--- src/rtl/pipelined_ripple_adder.sv ---
// pipelined_ripple_adder
//   WIDTH-bit adder/subtractor built as a chain of clocked one-bit slices.
//   Slice k resolves bit k one cycle after slice k-1, and the carry is
//   registered between slices. Every stage has its own valid bit, so one
//   full-width word is accepted and one is emitted per clock.
//   Latency is WIDTH + OUT_REG cycles.
//
// Ports
//   clk, rst_n        clock, asynchronous active-low reset
//   in_valid          operand word present (no backpressure)
//   sub, cin          0 = a+b+cin, 1 = a-b (cin ignored)
//   a, b              operands
//   out_valid         result word present
//   sum, cout, ovf    result, MSB carry-out (no-borrow on sub), signed overflow
//   busy              any pipeline stage holds a valid token
module pipelined_ripple_adder #(
    parameter int unsigned WIDTH   = 8,
    parameter bit          OUT_REG = 1'b1
) (
    input  logic             clk,
    input  logic             rst_n,
    input  logic             in_valid,
    input  logic             sub,
    input  logic             cin,
    input  logic [WIDTH-1:0] a,
    input  logic [WIDTH-1:0] b,
    output logic             out_valid,
    output logic [WIDTH-1:0] sum,
    output logic             cout,
    output logic             ovf,
    output logic             busy
);

    // Operand registers exist only between slices (the last slice consumes
    // its bits directly), hence WIDTH-1 of them.
    localparam int unsigned OPS = (WIDTH > 1) ? WIDTH - 1 : 1;

    // Each stage carries a whole word. Operand bits already consumed and
    // result bits not yet produced are never read, so what remains after
    // optimisation is the input-skew and output-deskew triangles.
    logic [WIDTH-1:0] a_q [OPS];
    logic [WIDTH-1:0] a_d [OPS];
    logic [WIDTH-1:0] b_q [OPS];
    logic [WIDTH-1:0] b_d [OPS];
    logic [WIDTH-1:0] s_q [WIDTH];
    logic [WIDTH-1:0] s_d [WIDTH];
    logic [WIDTH-1:0] c_q, c_d;       // carry out of slice k
    logic [WIDTH-1:0] v_q, v_d;       // token valid at slice k
    logic             ovf_q, ovf_d;

    // Inputs seen by each slice: entry ports for slice 0, previous stage otherwise.
    logic [WIDTH-1:0] a_in [WIDTH];
    logic [WIDTH-1:0] b_in [WIDTH];
    logic [WIDTH-1:0] s_in [WIDTH];
    logic [WIDTH-1:0] c_in;
    logic [WIDTH-1:0] v_in;

    logic [WIDTH-1:0] b_eff;
    logic             c0;

    assign b_eff = sub ? ~b : b;
    assign c0    = sub | cin;

    always_comb begin
        a_in[0] = a;
        b_in[0] = b_eff;
        s_in[0] = '0;
        c_in[0] = c0;
        v_in[0] = in_valid;
        for (int unsigned j = 1; j < WIDTH; j++) begin
            a_in[j] = a_q[j-1];
            b_in[j] = b_q[j-1];
            s_in[j] = s_q[j-1];
            c_in[j] = c_q[j-1];
            v_in[j] = v_q[j-1];
        end
    end

    // Stage registers only load on a valid token, so empty slots leave the
    // last result standing at the tail.
    always_comb begin
        for (int unsigned k = 0; k < OPS; k++) begin
            a_d[k] = a_q[k];
            b_d[k] = b_q[k];
        end
        c_d   = c_q;
        v_d   = v_in;
        ovf_d = ovf_q;
        for (int unsigned j = 0; j < WIDTH; j++) begin
            s_d[j] = s_q[j];
            if (v_in[j]) begin
                s_d[j]    = s_in[j];
                s_d[j][j] = a_in[j][j] ^ b_in[j][j] ^ c_in[j];
                c_d[j]    = (a_in[j][j] & b_in[j][j]) |
                            (a_in[j][j] & c_in[j])    |
                            (b_in[j][j] & c_in[j]);
                if (j < WIDTH - 1) begin
                    a_d[j] = a_in[j];
                    b_d[j] = b_in[j];
                end
            end
        end
        if (v_in[WIDTH-1]) begin
            ovf_d = c_in[WIDTH-1] ^ c_d[WIDTH-1];
        end
    end

    always_ff @(posedge clk or negedge rst_n) begin
        if (!rst_n) begin
            for (int unsigned k = 0; k < OPS; k++) begin
                a_q[k] <= '0;
                b_q[k] <= '0;
            end
            for (int unsigned j = 0; j < WIDTH; j++) begin
                s_q[j] <= '0;
            end
            c_q   <= '0;
            v_q   <= '0;
            ovf_q <= 1'b0;
        end else begin
            for (int unsigned k = 0; k < OPS; k++) begin
                a_q[k] <= a_d[k];
                b_q[k] <= b_d[k];
            end
            for (int unsigned j = 0; j < WIDTH; j++) begin
                s_q[j] <= s_d[j];
            end
            c_q   <= c_d;
            v_q   <= v_d;
            ovf_q <= ovf_d;
        end
    end

    generate
        if (OUT_REG) begin : g_oreg
            logic [WIDTH-1:0] res_q, res_d;
            logic             co_q, co_d;
            logic             of_q, of_d;
            logic             ov_q, ov_d;

            always_comb begin
                ov_d  = v_q[WIDTH-1];
                res_d = res_q;
                co_d  = co_q;
                of_d  = of_q;
                if (v_q[WIDTH-1]) begin
                    res_d = s_q[WIDTH-1];
                    co_d  = c_q[WIDTH-1];
                    of_d  = ovf_q;
                end
            end

            always_ff @(posedge clk or negedge rst_n) begin
                if (!rst_n) begin
                    res_q <= '0;
                    co_q  <= 1'b0;
                    of_q  <= 1'b0;
                    ov_q  <= 1'b0;
                end else begin
                    res_q <= res_d;
                    co_q  <= co_d;
                    of_q  <= of_d;
                    ov_q  <= ov_d;
                end
            end

            assign out_valid = ov_q;
            assign sum       = res_q;
            assign cout      = co_q;
            assign ovf       = of_q;
            assign busy      = (|v_q) | ov_q;
        end else begin : g_nooreg
            assign out_valid = v_q[WIDTH-1];
            assign sum       = s_q[WIDTH-1];
            assign cout      = c_q[WIDTH-1];
            assign ovf       = ovf_q;
            assign busy      = |v_q;
        end
    endgenerate

endmodule

--- config.mk ---
export PLATFORM = sky130hd
export DESIGN_NAME = pipelined_ripple_adder
export DESIGN_NICKNAME = d
export VERILOG_FILES = /design/src/rtl/pipelined_ripple_adder.sv
export SDC_FILE = /design/constraint.sdc
export NUM_CORES = 1
export LEC_CHECK = 0
export CAP_MARGIN = 30
export CORE_UTILIZATION = 61
export DETAILED_ROUTE_END_ITERATION = 8
export GPL_TIMING_DRIVEN = 0
export HOLD_SLACK_MARGIN = 0.08
export PLACE_DENSITY = 0.87
export SLEW_MARGIN = 20
export SYNTH_ARGS = -nofsm -noshare
export SYNTH_HDL_FRONTEND = slang
export SYNTH_SLANG_ARGS = --single-unit
--- constraint.sdc ---
create_clock -name clk -period 3.65 [get_ports clk]
set_clock_uncertainty 0.1 [all_clocks]
set_input_delay 0.73 -clock clk [delete_from_list [all_inputs] [get_ports clk]]
set_output_delay 0.73 -clock clk [all_outputs]
set_load 0.01 [all_outputs]
* Word level (Yosys, flattened, before mapping)
Index checks and enable logic that the tools add are counted.
Widths: inputs -> output; s select.
** Word-level totals
- Output and inout bits :: 12
- Logic and storage cells :: 99
- Register bits after elaboration :: 176
- Input port bits :: 21
** Cells by class
- Mux-type cells :: 2
- Reductions and logical operators :: 1
- Bitwise logic cells :: 60
** Operators by type and width (count)
- $and 1x1->1 :: 24
- $or 1x1->1 :: 18
- $xor 1x1->1 :: 17
- $mux 8 :: 1
- $not 8->8 :: 1
- $reduce_or 8->1 :: 1
- $mux 1 :: 1

* Longest topological paths before layout
Gate-level depths: netlist of the first run.
- Word-level depth :: 5
- Depth in mapped cells :: 4
- Gate-level depth less buffers :: 3

* Least setup slack after synthesis of the first run
Ideal clock, no wire load.
- Path kind :: input -> register
- Start point :: input port sub
- End point :: register s_q (netlist bit s_in[48])
- Buffers on the path :: 1
- Stages on the path :: 4
- Setup slack :: 1567 ps
- Required time :: 3425 ps
- Library setup time :: 125 ps
- Arrival time :: 1858 ps
- Cell sequence :: buf_4 > or2_2 > fa_1 > mux2_2
** Between the ends
- Cells in the longest elaborated chain, start to end :: 3
- Elaborated cells on any way between the ends :: 4
- Classes of those cells :: mux (1); bitwise (3)
** Ends and longest elaborated chain
- start, declared :: line 23 : input logic sub,
- $mux 8 :: line 61 : assign b_eff = sub ? ~b : b;
- $xor 1x1->1 :: line 93 : s_d[j][j] = a_in[j][j] ^ b_in[j][j] ^ c_in[j];
- $xor 1x1->1 (*) :: line 93
- end signal, assigned by index :: line 126 : s_q[j] <= s_d[j];
- end, declared :: line 45 : logic [WIDTH-1:0] s_q [WIDTH];
Every way passes the cells marked *; elsewhere a longest branch is shown, timed or not.
A chain may end at the register's enable or synchronous reset.

* Final worst setup path of the first run
- Start point :: register v_q[1]
- End point :: output port busy
** Between the ends
- Cells in the longest elaborated chain, start to end :: 2
** Ends and longest elaborated chain
- start, declared :: line 48 : logic [WIDTH-1:0] v_q, v_d;
- start signal, assigned :: line 129 : v_q <= v_d;
- $reduce_or 8->1 :: line 171 : assign busy = (|v_q) | ov_q;
- $or 1x1->1 :: line 171
- end, declared :: line 31 : output logic busy
No other way between the ends.

==> summary.md, run 1 <==
| Metric | Value |
|---|---|
| Post-Route WL | `7160 um` |
| H-tree level count | `4` |
| Worst-Margin Slew | `513 ps` |
| Critical path class | `reg -> out` |
| Max Fclk | `352 MHz` |
| Worst vdd rail ir drop | `380 uV` |
| Iter 0 DRT Violations | `94` |
| Commonest cells post-synth | `dfrtp_1, mux2_2, mux2_4` |
| Gr ovfl total | `0` |
| Num CTS Buffers | `17` |
| Vias in the first global route | `2531` |
| Max stage delay cell, worst path | `clkdlybuf4s50_1` |
| Worst R2R Start | `c_q[6]$_DFFE_PN0P_` |
| Number of flops mapped to enable cells by yosys | `0` |
| Bufs on Longest Clock Path | `2` |
| Post-CTS resize count | `0` |
| Initial core utilization | `0.638` |
| Pwr Density | `764 nW/um^2` |
| Gate count of the mapped netlist | `274` |
| RSZ-0062 raised after global routing | `no` |
| Number of nets in the layout | `354` |
| Total number of vias | `2281` |
| Slew HR | `0.658` |
| Final antenna-violating net count | `0` |
| Clock root buffer master | `clkbuf_8` |
| Syn_area_per_cell | `17.2 sq um` |
| Cell taking the most area after synthesis | `dfrtp_1` |
| CTS tree | `done` |
| Crit. End Element | `output pin` |
| Synth top area cells | `dfrtp_1, mux2_2, mux2_4, fa_1, xnor2_1` |
| Die Ht | `89.8 um` |
| Initial antenna violation count | `0` |
| Max-cap violation count | `0` |
| CP peak stage delay | `490 ps` |
| Fin. max-slew vios | `0` |
| Buffer and inverter count on the worst path | `3` |
| Status | `finished, final reports clean` |
| Clock-pin slew on the worst setup and hold paths | `50 ps` |
| Post-CTS Repair Setup Buffers | `0` |
| Sink Count | `120` |
| Final min period | `2840 ps` |
| Syn nets | `303` |
| Count of different cell masters after synthesis | `17` |
| DR pass1 iterations | `4` |
| WP data required | `2820 ps` |
| Data arrival, critical path | `2010 ps` |
| Hold_buf cts | `0` |
| Worst reg2reg path endpoint | `ovf_q$_DFFE_PN0P_` |
| CP startpoint | `v_q[1]$_DFF_PN0_` |
| Type of the worst min-delay path | `in -> async` |
| Layout cells sized above 1 | `0.442` |
| First-pass GRT wire length | `12800 um` |
| Setup TNS | `0 ps` |
| Hpwl dp | `4610 um` |
| Warnings from Yosys | `0` |
| Core area | `7370 sq um` |
| Setup violations, final | `0` |
| Cell family with most CP delay | `buffers and inverters` |
| DRC Markers | `0` |
| Via density | `5.23` |
| Ant. Diodes | `0` |
| IO Port Bufs | `31` |
| Pleak | `0.00247 uW` |
| Most frequent cell after synthesis | `dfrtp_1` |
| Largest net degree at the start of global routing | `65` |
| Crit-path max FO | `10` |
| Asr flop ratio synth | `1.00` |
| Number of synthesized register bits | `120` |
| Cell-by-cell trace of the critical path | `buf_6 -> buf_6 -> nor3_1 -> nand3_1 -> clkdlybuf4s50_1` |
| Sequential element share of the synthesized area | `0.638` |
| Startpoint Class | `flop` |
| Die width | `89.8 um` |
| I/O pin count | `33` |
| Die ar. | `8070 sq um` |
| Top_reg_cell synth | `dfrtp_1` |
| Util after Layout | `0.779` |
| Final period util | `0.779` |
| Cells on worst reg2reg path | `3` |
| Area delta synth->final | `22.0%` |
| Synthesized area | `4700 sq um` |
| GP Congestion | `0.709` |
| Final Hold Vio Count | `0` |
| Worst skew pair latency | `510 ps` |
| FP Rows | `31` |
| FILL cells | `431` |
| Top cell type's share of synthesized area | `0.638` |
| Hold Worst Slack | `75.2 ps` |
| Most frequent cell on the critical path | `buf_6` |
| Global-route usage over all layers | `0.211` |
| Routed length per instance | `16.4 um` |
| Worst reg-to-reg setup slack | `2250 ps` |
metal layers:
metal,up-vias,GRT usage,share of wire
met3,8,0.0635,0.031
li1,1053,-,-
met2,50,0.351,0.54
met5,-,0,0
met1,1170,0.264,0.42
met4,0,0.0779,0.0091
power breakdown:
group / total [uW] / internal (uW) / leakage, uW / switching, uW
clock: 1570 / 1030 / 0.000280 / 541
combinational: 797 / 534 / 0.000800 / 263
sequential: 2010 / 1760 / 0.00139 / 251
logic make-up (layout without fill, tap and decap cells):
group / after synthesis / after routing / share of synthesized area
buffers and inverters: 13 / 76 / 0.0279
AO/OA/AOI/OAI: 8 / 8 / 0.00851
XOR/XNOR: 9 / 9 / 0.0168
flip-flops: 120 / 120 / 0.638
AND/OR/NAND/NOR: 13 / 13 / 0.0133
multiplexers: 103 / 103 / 0.261
adder cells (fa/ha/maj): 8 / 8 / 0.0341
worst max path at each step:
stage	slack (ps)	cells past startpoint	end
after global placement	-2560	1	a_in[50]$_DFFE_PN0P_
after CTS	770	5	busy
final	810	5	busy
after floorplan	1570	4	s_in[48]$_DFFE_PN0P_
after global routing	750	5	busy
after detailed placement	1320	5	busy
flip-flops by register name (all words and copies together) (netlist names):
name and count:
a_in 28, b_in 28, c_q 8, cout 1, out_valid 1, ovf 1, ovf_q 1, s_in 28
s_q 8, sum 8, v_q 8
cells in the final DEF, fill, tap and decap left out, drive strengths merged:
cell type / count
bufinv: 2
fa: 8
nand3: 1
nor3: 1
xnor2: 8
clkinvlp: 2
clkinv: 4
mux2: 103
clkbuf: 24
buf: 14
xor2: 1
dfrtp: 120
a21oi: 8
or2: 1
nor4: 1
clkdlybuf4s50: 30
nor2: 9
area by class of cell:
cell class                      count  area (sq um)  area share
Timing Repair Buffer               32           339      0.0591
Tap cell                           99           124      0.0216
Clock buffer                       23           477      0.0831
Buffer                             13           131      0.0229
Multi-Input combinational cell    141          1570       0.273
Sequential cell                   120          3000       0.523
Clock inverter                      8          95.1      0.0166
through the flow:
stage	std cells	total power (uW)	cell area, sq um	worst slack [ps]
after floorplan	274	2490	4700	1570
after global placement	404	2740	5140	-2560
after detailed placement	405	2820	5170	1320
after CTS	436	4430	5740	774
after global routing	436	4610	5740	748
final	436	4380	5740	806
(Power assumes the default switching activity.)
==> inputs of run 2 (changes only) <==
--- a/config.mk
+++ b/config.mk
@@ -6,11 +6,11 @@
 export NUM_CORES = 1
 export LEC_CHECK = 0
 export CAP_MARGIN = 30
-export CORE_UTILIZATION = 61
+export CORE_UTILIZATION = 52
 export DETAILED_ROUTE_END_ITERATION = 8
 export GPL_TIMING_DRIVEN = 0
 export HOLD_SLACK_MARGIN = 0.08
-export PLACE_DENSITY = 0.87
+export PLACE_DENSITY = 0.8
 export SLEW_MARGIN = 20
 export SYNTH_ARGS = -nofsm -noshare
 export SYNTH_HDL_FRONTEND = slang
==> constraint.sdc (replaced) <==
create_clock -name clk -period 2.57 [get_ports clk]
set_clock_uncertainty 0.1 [all_clocks]
set_input_delay 0.514 -clock clk [delete_from_list [all_inputs] [get_ports clk]]
set_output_delay 0.514 -clock clk [all_outputs]
set_load 0.01 [all_outputs]
==> run 2 against run 1 <==
Effect of this change: global-route usage is 4.2 points lower; critical path type unchanged; non-clock buffer count is 1 higher; worst hold slack gained 220 ps; combinational power increased by 43%; clock power rose by 54%.
==> summary.md, run 2 (same netlist as run 1, synthesis figures left out) <==
| Metric | Value |
|---|---|
| Gr ovfl total | `0` |
| Final period util | `0.926` |
| Initial core utilization | `0.539` |
| Sw power | `1490 uW` |
| FP Rows | `34` |
| Post-CTS Repair Setup Buffers | `0` |
| Pwr Density | `1100 nW/um^2` |
| RSZ-0062 raised after global routing | `no` |
| Number of nets in the layout | `355` |
| Total number of vias | `2311` |
| Die Ht | `97.1 um` |
| Clock root buffer master | `clkbuf_8` |
| Clock-pin slew on the worst setup and hold paths | `60 ps` |
| Max-cap violation count | `0` |
| Sink Count | `120` |
| Non-filler instance count after layout | `447` |
| Area delta synth->final | `23.4%` |
| Ant. Diodes | `0` |
| Post-Route WL | `6780 um` |
| Final min period | `2380 ps` |
| Clock share of power | `0.378` |
| Routed length per instance | `15.2 um` |
| Crit-path max FO | `10` |
| Sequential Power Share | `0.445` |
| Final antenna-violating net count | `0` |
| CTS tree | `done` |
| WP data required | `1960 ps` |
| Iter 0 DRT Violations | `76` |
| Largest net degree at the start of global routing | `74` |
| Worst reg-to-reg setup slack | `1130 ps` |
| Type of the worst min-delay path | `reg -> reg` |
| Max Fclk | `420 MHz` |
| Area of the multi-input gates | `1570 sq um` |
| Pleak | `0.00249 uW` |
| Fin. max-slew vios | `0` |
| Layout cells sized above 1 | `0.442` |
| Via density | `5.17` |
| Setup TNS | `0 ps` |
| Sw frac | `0.233` |
| Initial antenna violation count | `0` |
| Die width | `97.1 um` |
| First-pass GRT wire length | `12300 um` |
| I/O pin count | `33` |
| Final Hold Vio Count | `0` |
| Placed Cells | `414` |
| Combinational Power Share | `0.178` |
| Critical path class | `reg -> out` |
| Die ar. | `9430 sq um` |
| Hpwl dp | `4370 um` |
| Status | `finished, final reports clean` |
| GP Congestion | `0.657` |
| DRC Markers | `0` |
| Power Internal | `4910 uW` |
| Reg area | `3000 sq um` |
| Most common cell after layout, fill and taps aside | `dfrtp_1` |
| Crit. End Element | `output pin` |
| Slew HR | `0.561` |
| Global-route usage over all layers | `0.169` |
| Num CTS Buffers | `17` |
| Core area | `8720 sq um` |
| H-tree level count | `4` |
| Hold path cells | `0` |
| Pre-CTS setup slack | `438 ps` |
| Hold Worst Slack | `293 ps` |
| Worst vdd rail ir drop | `735 uV` |
| IO Port Bufs | `31` |
| Final setup margin | `191 ps` |
| Vias in the first global route | `2507` |
| Worst skew pair latency | `510 ps` |
| Bufs on Longest Clock Path | `2` |
| Worst-Margin Slew | `658 ps` |
| FILL cells | `610` |
| DR pass1 iterations | `4` |
| Cells on worst reg2reg path | `3` |
| Startpoint Class | `flop` |
| Commonest cells after routing, fill and taps aside | `dfrtp_1, mux2_2, clkdlybuf4s50_1, mux2_4, clkbuf_16` |
| Data arrival, critical path | `1770 ps` |
| Setup violations, final | `0` |
[run 2: path summary, 6_finish.rpt]
kind,startpoint,to
worst max-delay path,v_q[3]$_DFF_PN0_,busy
worst min-delay path,v_q[0]$_DFF_PN0_,v_q[1]$_DFF_PN0_
worst max register to register,c_q[6]$_DFFE_PN0P_,ovf_q$_DFFE_PN0P_
worst min register to register,v_q[0]$_DFF_PN0_,v_q[1]$_DFF_PN0_
max in group asynchronous,rst_n,v_q[2]$_DFF_PN0_
min in group asynchronous,rst_n,out_valid$_DFF_PN0_
[run 2: repair_timing]
| action | in CTS | in global routing |
|---|---|---|
| hold endpoints to repair | 72 | 0 |
| gates resized for setup | 3 | 0 |
| hold buffers | 1 | 0 |
| endpoints found under the setup margin | 1 | 0 |
[run 2: cell type report]
class / count / share of cell area
multi-input cells: 141 / 0.271
repair buffers: 33 / 0.0599
clock buffers: 24 / 0.0810
plain buffers: 13 / 0.0226
well taps: 108 / 0.0233
clock inverters: 8 / 0.0246
flip-flops and latches: 120 / 0.517
[run 2: routing by layer]
layer | up-vias | routed length [um] | track usage
met1 | 1187 | 2870 | 0.204
met4 | 0 | 93 | 0.0654
met3 | 10 | 259 | 0.0604
met5 | - | 0 | 0
li1 | 1065 | - | -
met2 | 49 | 3560 | 0.279
[run 2: worst max-delay path, cell delays in order, from the launching register on]
cell	delay (ps)
dfrtp_1	430
buf_6	170
nor4_2	260
nand3_1	100
dlygate4sd2_1	290
[run 2: through the flow]
| stage | instance area (sq um) | power (uW) | util |
|---|---|---|---|
| 6_report | 5810 | 6400 | 0.666 |
| 5_1_grt | 5810 | 6730 | 0.666 |
| 4_1_cts | 5810 | 6480 | 0.666 |
| 3_5_place_dp | 5180 | 4000 | 0.594 |
| 3_3_place_gp | 5150 | 3900 | 0.590 |
| 2_1_floorplan | 4700 | 3540 | - |
[run 2: power groups by stage]
stage / logic, uW / clock network, uW / registers [uW]
after floorplan: 733 / 0 / 2800
after global placement: 1060 / 0 / 2840
after detailed placement: 1130 / 0 / 2880
after CTS: 1160 / 2460 / 2860
after global routing: 1240 / 2550 / 2940
final: 1140 / 2420 / 2840
==> inputs of run 3 (changes only) <==
--- a/config.mk
+++ b/config.mk
@@ -7,11 +7,11 @@
 export LEC_CHECK = 0
 export CAP_MARGIN = 30
 export CORE_UTILIZATION = 52
+export CTS_BUF_LIST = sky130_fd_sc_hd__clkbuf_16
 export DETAILED_ROUTE_END_ITERATION = 8
 export GPL_TIMING_DRIVEN = 0
 export HOLD_SLACK_MARGIN = 0.08
 export PLACE_DENSITY = 0.8
-export SLEW_MARGIN = 20
 export SYNTH_ARGS = -nofsm -noshare
 export SYNTH_HDL_FRONTEND = slang
 export SYNTH_SLANG_ARGS = --single-unit
==> run 3 against run 2 <==
Effect of this change: clock power shrank 3%; non-clock buffer count shrank 1; cell area shrank 0.58%; global-route usage is 0.39 points lower; first-iteration DRC count is 33% higher; die area unchanged; largest cell class unchanged.
==> summary.md, run 3 (same netlist as run 1, synthesis figures left out) <==
| Metric | Value |
|---|---|
| First-pass GRT wire length | `12000 um` |
| Worst-Margin Slew | `898 ps` |
| Die Ht | `97.1 um` |
| RSZ-0062 raised after global routing | `no` |
| Final min period | `2480 ps` |
| CP peak stage delay | `480 ps` |
| Data arrival, critical path | `1870 ps` |
| Via density | `5.13` |
| Type of the worst min-delay path | `in -> async` |
| Startpoint Class | `flop` |
| Final antenna-violating net count | `0` |
| Critical path class | `reg -> out` |
| Pwr Density | `1090 nW/um^2` |
| Pleak | `0.00249 uW` |
| H-tree level count | `4` |
| Iter 0 DRT Violations | `101` |
| Commonest cells after routing, fill and taps aside | `dfrtp_1, mux2_2, clkdlybuf4s50_1, mux2_4, clkbuf_16` |
| Clock root buffer master | `clkbuf_16` |
| Max Fclk | `403 MHz` |
| Max stage delay cell, worst path | `clkdlybuf4s50_1` |
| Max-cap violation count | `0` |
| Bufs on Longest Clock Path | `2` |
| DRC Markers | `0` |
| Layout cells sized above 1 | `0.439` |
| Initial core utilization | `0.539` |
| IO Port Bufs | `31` |
| WP data required | `1960 ps` |
| Fin. max-slew vios | `0` |
| Ant. Diodes | `0` |
| Final period util | `0.965` |
| Num CTS Buffers | `17` |
| Hpwl dp | `4380 um` |
| FILL cells | `602` |
| Routed length per instance | `15.1 um` |
| Clock share of power | `0.371` |
| Largest net degree at the start of global routing | `74` |
| Post-Route WL | `6730 um` |
| GP Congestion | `0.657` |
| DR pass1 iterations | `4` |
| Total number of vias | `2283` |
| Pre-CTS setup slack | `438 ps` |
| Area post-placement | `5170 sq um` |
| Crit-path max FO | `10` |
| Clock-pin slew on the worst setup and hold paths | `50 ps` |
| Sw frac | `0.232` |
| Slew HR | `0.401` |
| Sink Count | `120` |
| Sequential Power Share | `0.451` |
| FP Rows | `34` |
| Worst vdd rail ir drop | `630 uV` |
| Combinational Power Share | `0.178` |
| Crit. End Element | `output pin` |
| Worst skew pair latency | `400 ps` |
| Setup violations, final | `0` |
| Final instance area | `5770 sq um` |
| Final Hold Vio Count | `0` |
| Die ar. | `9430 sq um` |
| Initial antenna violation count | `0` |
| Hold_buf cts | `0` |
| Cell-by-cell trace of the critical path | `buf_6 -> nor4_2 -> nand3_1 -> clkdlybuf4s50_1` |
| Global-route usage over all layers | `0.165` |
| Status | `finished, final reports clean` |
| Gr ovfl total | `0` |
| Die width | `97.1 um` |
| Final setup margin | `90.5 ps` |
| Vias in the first global route | `2500` |
| Power Internal | `4850 uW` |
| Most common cell after layout, fill and taps aside | `dfrtp_1` |
| Area delta synth->final | `22.7%` |
| Sw power | `1470 uW` |
| Overall Power | `6310 uW` |
| Core area | `8720 sq um` |
| CTS tree | `done` |
| Worst reg-to-reg setup slack | `1180 ps` |
| I/O pin count | `33` |
| Number of nets in the layout | `354` |
==> run 3: cell types whose count changed in the layout (fill, tap and decap cells not counted) <==
| cell | change |
|---|---|
| dlygate4sd2_1 | -1 |
| clkinv_1 | +2 |
| dlygate4sd3_1 | -1 |
| clkdlybuf4s50_1 | +1 |
| clkbuf_1 | -4 |
| clkbuf_16 | +1 |
| clkinv_2 | +1 |
| buf_6 | -1 |
| buf_4 | +1 |
| clkbuf_8 | -4 |
| inv_1 | +3 |
==> run 3: through the flow <==
step                      hold WS [ps]  instances  utilization  setup TNS [ps]
after floorplan                    118        274            -               0
after global placement             279        413        0.590         -408720
after detailed placement           281        414        0.593               0
after CTS                          171        445        0.662               0
after global routing               202        445        0.662               0
final                              152        445        0.662               0
==> run 3: per-layer routing <==
| metal | global-route usage | vias to the layer above | wire length (um) |
|---|---|---|---|
| met5 | 0 | - | 0 |
| met4 | 0.0654 | 0 | 91 |
| met3 | 0.0612 | 9 | 235 |
| met2 | 0.276 | 45 | 3560 |
| met1 | 0.194 | 1171 | 2850 |
| li1 | - | 1058 | - |
==> run 3: power by group through the flow <==
stage	logic, uW	registers [uW]	clock network [uW]
6_report	1120	2850	2340
5_1_grt	1220	2940	2480
3_3_place_gp	1060	2840	0
4_1_cts	1150	2860	2390
2_1_floorplan	733	2800	0
3_5_place_dp	1120	2880	0
==> run 3: worst max-delay path: cells and delay by family (launching register included) <==
kind / cells / cell delay (ps)
buffers and inverters: 2 / 660
flip-flops: 1 / 450
AND/OR/NAND/NOR: 2 / 340
==> run 3: final timing paths <==
kind	startpoint	to	cells after the start
max	v_q[2]$_DFF_PN0_	busy	4
min	rst_n	sum[0]$_DFFE_PN0P_	1
min in group clk	v_q[0]$_DFF_PN0_	v_q[1]$_DFF_PN0_	0
max reg2reg	c_q[6]$_DFFE_PN0P_	s_q[7]$_DFFE_PN0P_	2
max in group asynchronous	rst_n	a_in[23]$_DFFE_PN0P_	2
min reg2reg	v_q[0]$_DFF_PN0_	v_q[1]$_DFF_PN0_	0
==> run 3: layout make-up <==
cell class              instances  area, sq um  share of cell area
flip-flops and latches        120         3000               0.520
multi-input cells             141         1570               0.273
clock buffers                  17          425              0.0737
repair buffers                 32          335              0.0581
clock inverters                14          166              0.0288
well taps                     108          135              0.0234
plain buffers                  13          131              0.0228
==> run 3: timing repair <==
item	4_1_cts	5_1_grt
resized for setup	1	1
buffers inserted	0	0
setup endpoints to repair	1	1
